## config.mk

```make
export PLATFORM = sky130hd
export DESIGN_NAME = mc_control_unit
export DESIGN_NICKNAME = d
export VERILOG_FILES = /design/src/rtl/mc_control_unit.sv
export SDC_FILE = /design/constraint.sdc
export NUM_CORES = 1
export LEC_CHECK = 0
export BUFFER_PORTS_ARGS = -buffer_cell sky130_fd_sc_hd__buf_4
export CAP_MARGIN = 0
export CORE_MARGIN = 5
export CORE_UTILIZATION = 41
export DETAILED_ROUTE_END_ITERATION = 16
export PLACE_DENSITY = 0.75
export SLEW_MARGIN = 20
export SYNTH_ARGS = -nofsm -noshare
export SYNTH_HDL_FRONTEND = slang
export SYNTH_SLANG_ARGS = --single-unit
```

## constraint.sdc

```tcl
create_clock -name clk -period 1.3 [get_ports clk]
set_input_delay 0.26 -clock clk [delete_from_list [all_inputs] [get_ports clk]]
set_output_delay 0.26 -clock clk [all_outputs]
set_load 0.05 [all_outputs]
```

## src/rtl/mc_control_unit.sv

```systemverilog
// rtl/mc_control_unit.sv - multicycle RV32 control FSM with variable-latency memory handshake
module mc_control_unit #(
    parameter int unsigned WAIT_LIMIT = 0
) (
    input  logic       clk,
    input  logic       areset,
    input  logic [6:0] opcode,
    input  logic [2:0] funct3,
    input  logic       funct7,
    input  logic       zeroFlag,
    input  logic       signFlag,
    input  logic       mem_ready,
    output logic       mem_req,
    output logic       AdrSrc,
    output logic       IRWrite,
    output logic       PCWrite,
    output logic       RegWrite,
    output logic       MemWrite,
    output logic [1:0] ResultSrc,
    output logic [1:0] ALUSrcA,
    output logic [1:0] ALUSrcB,
    output logic [1:0] ImmSrc,
    output logic [2:0] ALUControl,
    output logic       halted,
    output logic [1:0] halt_cause,
    output logic [3:0] state
);

    localparam logic [3:0] S_FETCH    = 4'd0;
    localparam logic [3:0] S_DECODE   = 4'd1;
    localparam logic [3:0] S_MEMADR   = 4'd2;
    localparam logic [3:0] S_MEMREAD  = 4'd3;
    localparam logic [3:0] S_MEMWB    = 4'd4;
    localparam logic [3:0] S_MEMWRITE = 4'd5;
    localparam logic [3:0] S_EXECR    = 4'd6;
    localparam logic [3:0] S_EXECI    = 4'd7;
    localparam logic [3:0] S_ALUWB    = 4'd8;
    localparam logic [3:0] S_BRANCH   = 4'd9;
    localparam logic [3:0] S_JAL      = 4'd10;
    localparam logic [3:0] S_HALT     = 4'd11;

    localparam logic [6:0] OP_LOAD  = 7'b0000011;
    localparam logic [6:0] OP_STORE = 7'b0100011;
    localparam logic [6:0] OP_R     = 7'b0110011;
    localparam logic [6:0] OP_I     = 7'b0010011;
    localparam logic [6:0] OP_BR    = 7'b1100011;
    localparam logic [6:0] OP_JAL   = 7'b1101111;

    localparam logic [7:0] LIMIT_M1 = 8'(WAIT_LIMIT - 1);

    logic [3:0] state_q, state_d;
    logic [7:0] wait_q, wait_d;
    logic [1:0] cause_q, cause_d;

    logic       req_raw, ir_raw, pc_raw, rw_raw, mw_raw;
    logic       legal;
    logic [3:0] dec_next;
    logic       wait_hit;

    function automatic logic [2:0] alu_op(input logic [2:0] f3, input logic sub);
        case (f3)
            3'b000:  alu_op = sub ? 3'b001 : 3'b000;
            3'b010:  alu_op = 3'b101;
            3'b100:  alu_op = 3'b100;
            3'b110:  alu_op = 3'b011;
            3'b111:  alu_op = 3'b010;
            default: alu_op = 3'b000;
        endcase
    endfunction

    always_comb begin
        legal    = 1'b0;
        dec_next = S_HALT;
        case (opcode)
            OP_LOAD, OP_STORE: begin
                legal    = (funct3 == 3'b010);
                dec_next = S_MEMADR;
            end
            OP_R, OP_I: begin
                legal    = (funct3 == 3'b000) || (funct3 == 3'b010) || (funct3 == 3'b100) ||
                           (funct3 == 3'b110) || (funct3 == 3'b111);
                dec_next = (opcode == OP_R) ? S_EXECR : S_EXECI;
            end
            OP_BR: begin
                legal    = (funct3 == 3'b000) || (funct3 == 3'b001) || (funct3 == 3'b100);
                dec_next = S_BRANCH;
            end
            OP_JAL: begin
                legal    = 1'b1;
                dec_next = S_JAL;
            end
            default: begin
                legal    = 1'b0;
                dec_next = S_HALT;
            end
        endcase
    end

    always_comb begin
        case (opcode)
            OP_STORE: ImmSrc = 2'b01;
            OP_BR:    ImmSrc = 2'b10;
            OP_JAL:   ImmSrc = 2'b11;
            default:  ImmSrc = 2'b00;
        endcase
    end

    assign req_raw  = (state_q == S_FETCH) || (state_q == S_MEMREAD) || (state_q == S_MEMWRITE);
    // Timeout fires on the cycle that would complete the WAIT_LIMIT-th stalled cycle.
    assign wait_hit = (WAIT_LIMIT != 0) && req_raw && !mem_ready && (wait_q == LIMIT_M1);

    always_comb begin
        state_d    = state_q;
        cause_d    = cause_q;
        ir_raw     = 1'b0;
        pc_raw     = 1'b0;
        rw_raw     = 1'b0;
        mw_raw     = 1'b0;
        AdrSrc     = 1'b0;
        ResultSrc  = 2'b00;
        ALUSrcA    = 2'b00;
        ALUSrcB    = 2'b00;
        ALUControl = 3'b000;
        case (state_q)
            S_FETCH: begin
                ALUSrcB   = 2'b10;
                ResultSrc = 2'b10;
                ir_raw    = mem_ready;
                pc_raw    = mem_ready;
                if (mem_ready) state_d = S_DECODE;
            end
            S_DECODE: begin
                ALUSrcA = 2'b01;
                ALUSrcB = 2'b01;
                if (legal) begin
                    state_d = dec_next;
                end else begin
                    state_d = S_HALT;
                    cause_d = 2'b01;
                end
            end
            S_MEMADR: begin
                ALUSrcA = 2'b10;
                ALUSrcB = 2'b01;
                state_d = opcode[5] ? S_MEMWRITE : S_MEMREAD;
            end
            S_MEMREAD: begin
                AdrSrc = 1'b1;
                if (mem_ready) state_d = S_MEMWB;
            end
            S_MEMWB: begin
                ResultSrc = 2'b01;
                rw_raw    = 1'b1;
                state_d   = S_FETCH;
            end
            S_MEMWRITE: begin
                AdrSrc = 1'b1;
                mw_raw = mem_ready;
                if (mem_ready) state_d = S_FETCH;
            end
            S_EXECR, S_EXECI: begin
                ALUSrcA    = 2'b10;
                ALUSrcB    = (state_q == S_EXECI) ? 2'b01 : 2'b00;
                ALUControl = alu_op(funct3, (state_q == S_EXECR) && funct7);
                state_d    = S_ALUWB;
            end
            S_ALUWB: begin
                rw_raw  = 1'b1;
                state_d = S_FETCH;
            end
            S_BRANCH: begin
                ALUSrcA    = 2'b10;
                ALUControl = 3'b001;
                pc_raw     = ((funct3 == 3'b000) && zeroFlag) ||
                             ((funct3 == 3'b001) && !zeroFlag) ||
                             ((funct3 == 3'b100) && signFlag);
                state_d    = S_FETCH;
            end
            S_JAL: begin
                ALUSrcA = 2'b01;
                ALUSrcB = 2'b10;
                pc_raw  = 1'b1;
                state_d = S_ALUWB;
            end
            default: state_d = S_HALT;
        endcase
        if (wait_hit) begin
            state_d = S_HALT;
            cause_d = 2'b10;
            ir_raw  = 1'b0;
            pc_raw  = 1'b0;
            mw_raw  = 1'b0;
        end
    end

    always_comb begin
        wait_d = 8'd0;
        if (req_raw && !mem_ready) wait_d = (wait_q == 8'hFF) ? wait_q : wait_q + 8'd1;
    end

    always_ff @(posedge clk or negedge areset) begin
        if (!areset) begin
            state_q <= S_FETCH;
            wait_q  <= 8'd0;
            cause_q <= 2'b00;
        end else begin
            state_q <= state_d;
            wait_q  <= wait_d;
            cause_q <= cause_d;
        end
    end

    // Strobes are gated by the reset pin so an asserted reset kills any access at once.
    assign mem_req    = req_raw & areset;
    assign IRWrite    = ir_raw & areset;
    assign PCWrite    = pc_raw & areset;
    assign RegWrite   = rw_raw & areset;
    assign MemWrite   = mw_raw & areset;
    assign halted     = (state_q == S_HALT);
    assign halt_cause = cause_q;
    assign state      = state_q;

endmodule

```

==> results of run 1 <==
[kinds of logic after synthesis]
family                    count (synthesis)  share of synthesized area
xor gates and xnor gates                  4                    0.04131
buffers and inverters                    16                     0.1062
other                                     1                   0.004421
and+or+nand+nor                          51                     0.3791
AOI/OAI and AO/OA                        34                     0.2979
muxes                                     2                    0.02360
DFF                                       5                     0.1475
[stage by stage]
step / util / hold WS [ns] / TNS (ns) / worst slack, ns / instances
2_1_floorplan: - / -0.03559 / -5.876 / -0.7154 / 113
3_3_place_gp: 0.7972 / 0.1814 / -2.648 / -0.2307 / 206
3_5_place_dp: 0.7972 / 0.1865 / -3.089 / -0.2441 / 206
4_1_cts: 0.9394 / 0.3808 / -7.247 / -0.4460 / 219
[Yosys cell counts, types with 5 or more instances]
cell	number	area (sq um)
nor3_1	5	25.02
inv_1	7	26.28
a21oi_1	11	55.05
dfrtp_1	5	125.1
nand2b_1	5	31.28
nor2_1	17	63.81
[repair_timing]
| action | CTS |
|---|---|
| setup buffers | 9 |
| setup endpoints to repair | 24 |
| pin swaps | 8 |
| gates cloned | 0 |
| endpoints found under the hold margin | 5 |
| resized for setup | 46 |
| hold buffers | 1 |
==> reports/qor.csv, run 1 <==
metric,value,unit
outcome,stopped before the end,
stop_stage,5_1_grt,
tool.error,[ERROR DPL-0033] detailed placement checks failed during check placement.,
cts_max_level,1,
syn_area,848.3,sq um
die_w,55.49,um
dp_hpwl,2440,um
num_rows,16,
fp.dieH,55.49,um
grt_max_degree,12,
cts_buffers,3,
synth-edff-count,0,
cts_root_buf,clkbuf_4,
port_buffers,38,
ys_warn_count,0,
place_area,1564,sq um
synth_nets,129,
worstEpCategory,output port,
synth.avg_cell_area,7.507,sq um
synth_ff_type,dfrtp_1,
ys_seq_elements,5,
clock_path_buffers,2,
num_io_pins,40,
worstEndpointGrtRepair,mem_req,
async_flop_share,1.000,
gp_congestion,0.8610,
antenna_found_initial,0,
ys_types,45,
clock_sinks,5,
seq_area_frac_synth,0.1475,
synthCells,113,
start_util,0.4324,
==> inputs of run 2 (changes only) <==
--- a/config.mk
+++ b/config.mk
@@ -7,10 +7,10 @@
 export LEC_CHECK = 0
 export BUFFER_PORTS_ARGS = -buffer_cell sky130_fd_sc_hd__buf_4
 export CAP_MARGIN = 0
-export CORE_MARGIN = 5
-export CORE_UTILIZATION = 41
+export CORE_AREA = 5 5 66 68
 export DETAILED_ROUTE_END_ITERATION = 16
-export PLACE_DENSITY = 0.75
+export DIE_AREA = 0 0 71 73
+export PLACE_DENSITY_LB_ADDON = 0.15
 export SLEW_MARGIN = 20
 export SYNTH_ARGS = -nofsm -noshare
 export SYNTH_HDL_FRONTEND = slang
==> constraint.sdc (replaced) <==
create_clock -name clk -period 1.7 [get_ports clk]
set_input_delay 0.34 -clock clk [delete_from_list [all_inputs] [get_ports clk]]
set_output_delay 0.34 -clock clk [all_outputs]
set_load 0.05 [all_outputs]
==> run 2 against run 1 <==
The flow now finishes, with violations (setup timing). Synthesized cell count is the same. Area after synthesis is the same.
==> reports/qor.csv, run 2 <==
metric,value,unit,change
outcome,finished with violations,,
violations,setup timing,,
critPathLaunchType,flop,,
drv_cap,0,,
intPower,1.823,mW,
multi_input_area,888.4,sq um,
irDropWorstVdd,0.0006120,V,
arrival,1.51,ns,
place_area,1403,sq um,-10%
num_io_pins,40,,unchanged
via_per_inst,4.782,,
cts_tree,yes,,
core_area,3799,sq um,
pwr-share-seq,0.070,,
fin_setup_tns,-1.214,ns,
rsz0062_at_grt,yes,,
mostFrequentLayoutCell,buf_4,,
synth_ff_type,dfrtp_1,,
setup_violations,12,,
switching_power,2.042,mW,
largest_reg_flops,4,,
drt_first_pass_iters,4,,
p_comb_frac,0.870,,
min_period,1.852,ns,
fin_hold_ws,0.4099,ns,
ys_warn_count,0,,unchanged
pwr_density_cell,2133,nW/um^2,
worstHoldStart,opcode[4],,
worst_setup_path_end_kind,output port,,
cts_buffers,3,,unchanged
ys_types,45,,unchanged
port_buffers,38,,unchanged
finalCritPeriodShare,1.089,,
ant_nets,0,,
synth.avg_cell_area,7.507,sq um,unchanged
design_power_total,3.865,mW,
rr_endpoint,state[0],,
r2r_slack,0.17,ns,
dieArea,5183,sq um,
stdcell_count,229,,
nets,196,,
seq_area_frac_synth,0.1475,,unchanged
syn_area,848.3,sq um,unchanged
antenna_cells,0,,
dp_hpwl,2393,um,-1.9%
clkSlewWorstSetupHoldPaths,0.04,ns,
die_w,71,um,+28%
synth-edff-count,0,,unchanged
clock_path_buffers,2,,unchanged
ys_seq_elements,5,,unchanged
p_sw_frac,0.5283,,
synth_top_area_frac,0.1475,,unchanged
final_area,1812,sq um,
clk_latency,0.23,ns,
wire_per_inst,14.00,um,
synth_nets,129,,unchanged
start_util,0.2233,,-0.2091
via_count,1095,,
worstRegToRegCells,6,,
ys_top_cells_by_area,"dfrtp_1 15%, nor2_1 7.5%, a21oi_1 6.5%",,
clock_skew,0.009790,ns,
r2r_start,state[1],,
cts_max_level,1,,unchanged
num_rows,23,,+7
grt_max_degree,11,,
slew_viol_final,0,,
track_usage,0.1283,,
yosysTopAreaCell,dfrtp_1,,
clock_power_share,0.060,,
seq_area,130.1,sq um,
worst_hold_path.endpoint,state[2],,
async_flop_share,1.000,,unchanged
crit_type,reg2out,,
critPathRequiredTime,1.36,ns,
final_cell_mix,"46 x buf_4, 18 x buf_6, 8 x a21oi_1, 7 x nor2_4, 7 x nor2_1",,
dp_cells,207,,+0.49%
drcViolationCount,0,,
grt_pass1_wl,5402,um,
cts_root_buf,clkbuf_8,,
fp.dieH,73,um,+32%
finalHoldViolCount,0,,
synth.most_common_cell,nor2_1,,
postRouteWirelength,3205,um,
nFillCells,379,,
max_freq,539.9,MHz,
synthCells,113,,unchanged
synth_common_cells,"17 x nor2_1, 11 x a21oi_1, 7 x inv_1",,
clock_sinks,5,,unchanged
gp_congestion,0.7917,,-8.0%
hold_path_class,in2reg,,
area_delta_synth_final,113.6,%,
worst-path-max-fanout,4,,
worstHoldPathCells,2,,
antenna_found_initial,0,,
pre_cts_ws,0.05824,ns,+0.3023 ns
grt_pass1_vias,1125,,
worst_slack,-0.1521,ns,
post-route-util,0.4769,,
cellLeakagePower,0.7946,nW,
grt-ovfl-total,0,,
drtIter0Drc,33,,
layout-drive-gt1-share,0.6592,,
-- run 2: layout make-up --
| type | instances | area share |
|---|---|---|
| Inverter | 7 | 0.02072 |
| Timing Repair Buffer | 71 | 0.3577 |
| Tap cell | 50 | 0.03453 |
| Multi-Input combinational cell | 92 | 0.4903 |
| Sequential cell | 5 | 0.07182 |
| Clock buffer | 4 | 0.02486 |
-- run 2: logic make-up after synthesis --
logic type / share of synthesized area
mux: 0.02360
other cells: 0.004421
xor+xnor: 0.04131
compound gates: 0.2979
flops: 0.1475
simple gates: 0.3791
buf+inv: 0.1062
-- run 2: how the worst max path moves through the flow --
stage          slack [ns]         end      from
6_report            -0.15     PCWrite  state[1]
5_1_grt             -0.18     mem_req  state[2]
4_1_cts             -0.13  ALUSrcB[0]  state[2]
3_5_place_dp         0.06    RegWrite  state[2]
3_3_place_gp         0.01    RegWrite  state[2]
2_1_floorplan       -0.40     mem_req  state[3]
-- run 2: power by group through the flow --
stage,logic (mW),registers (mW),clock network [mW]
after global placement,2.49,0.326,0
after global routing,3.55,0.274,0.243
after floorplan,1.78,0.406,0
after detailed placement,2.50,0.330,0
after CTS,2.92,0.292,0.232
final,3.36,0.270,0.234
-- run 2: critical path, stage by stage, from the launching register on --
cell,delay [ns]
dfrtp_2,0.42
buf_4,0.15
nand2b_4,0.14
nor2_4,0.08
a21oi_2,0.07
o32ai_4,0.21
buf_6,0.19
-- run 2: what timing repair did --
item                                    CTS  global route
endpoints found under the setup margin   14            16
buffers inserted                         11             7
endpoints found under the hold margin     5             0
pin swaps                                 1             8
resized for setup                        26            38
hold buffers                              1             0
-- run 2: metal layers --
metal  global-route usage  wire, um  vias to the layer above
met5                    0         0                        -
met4              0.05637        71                        0
met3              0.02204       152                        7
met2               0.2276      1758                       32
met1               0.1515      1223                      517
li1                     -         -                      539
No activity file was read; power rests on OpenSTA's default activity.
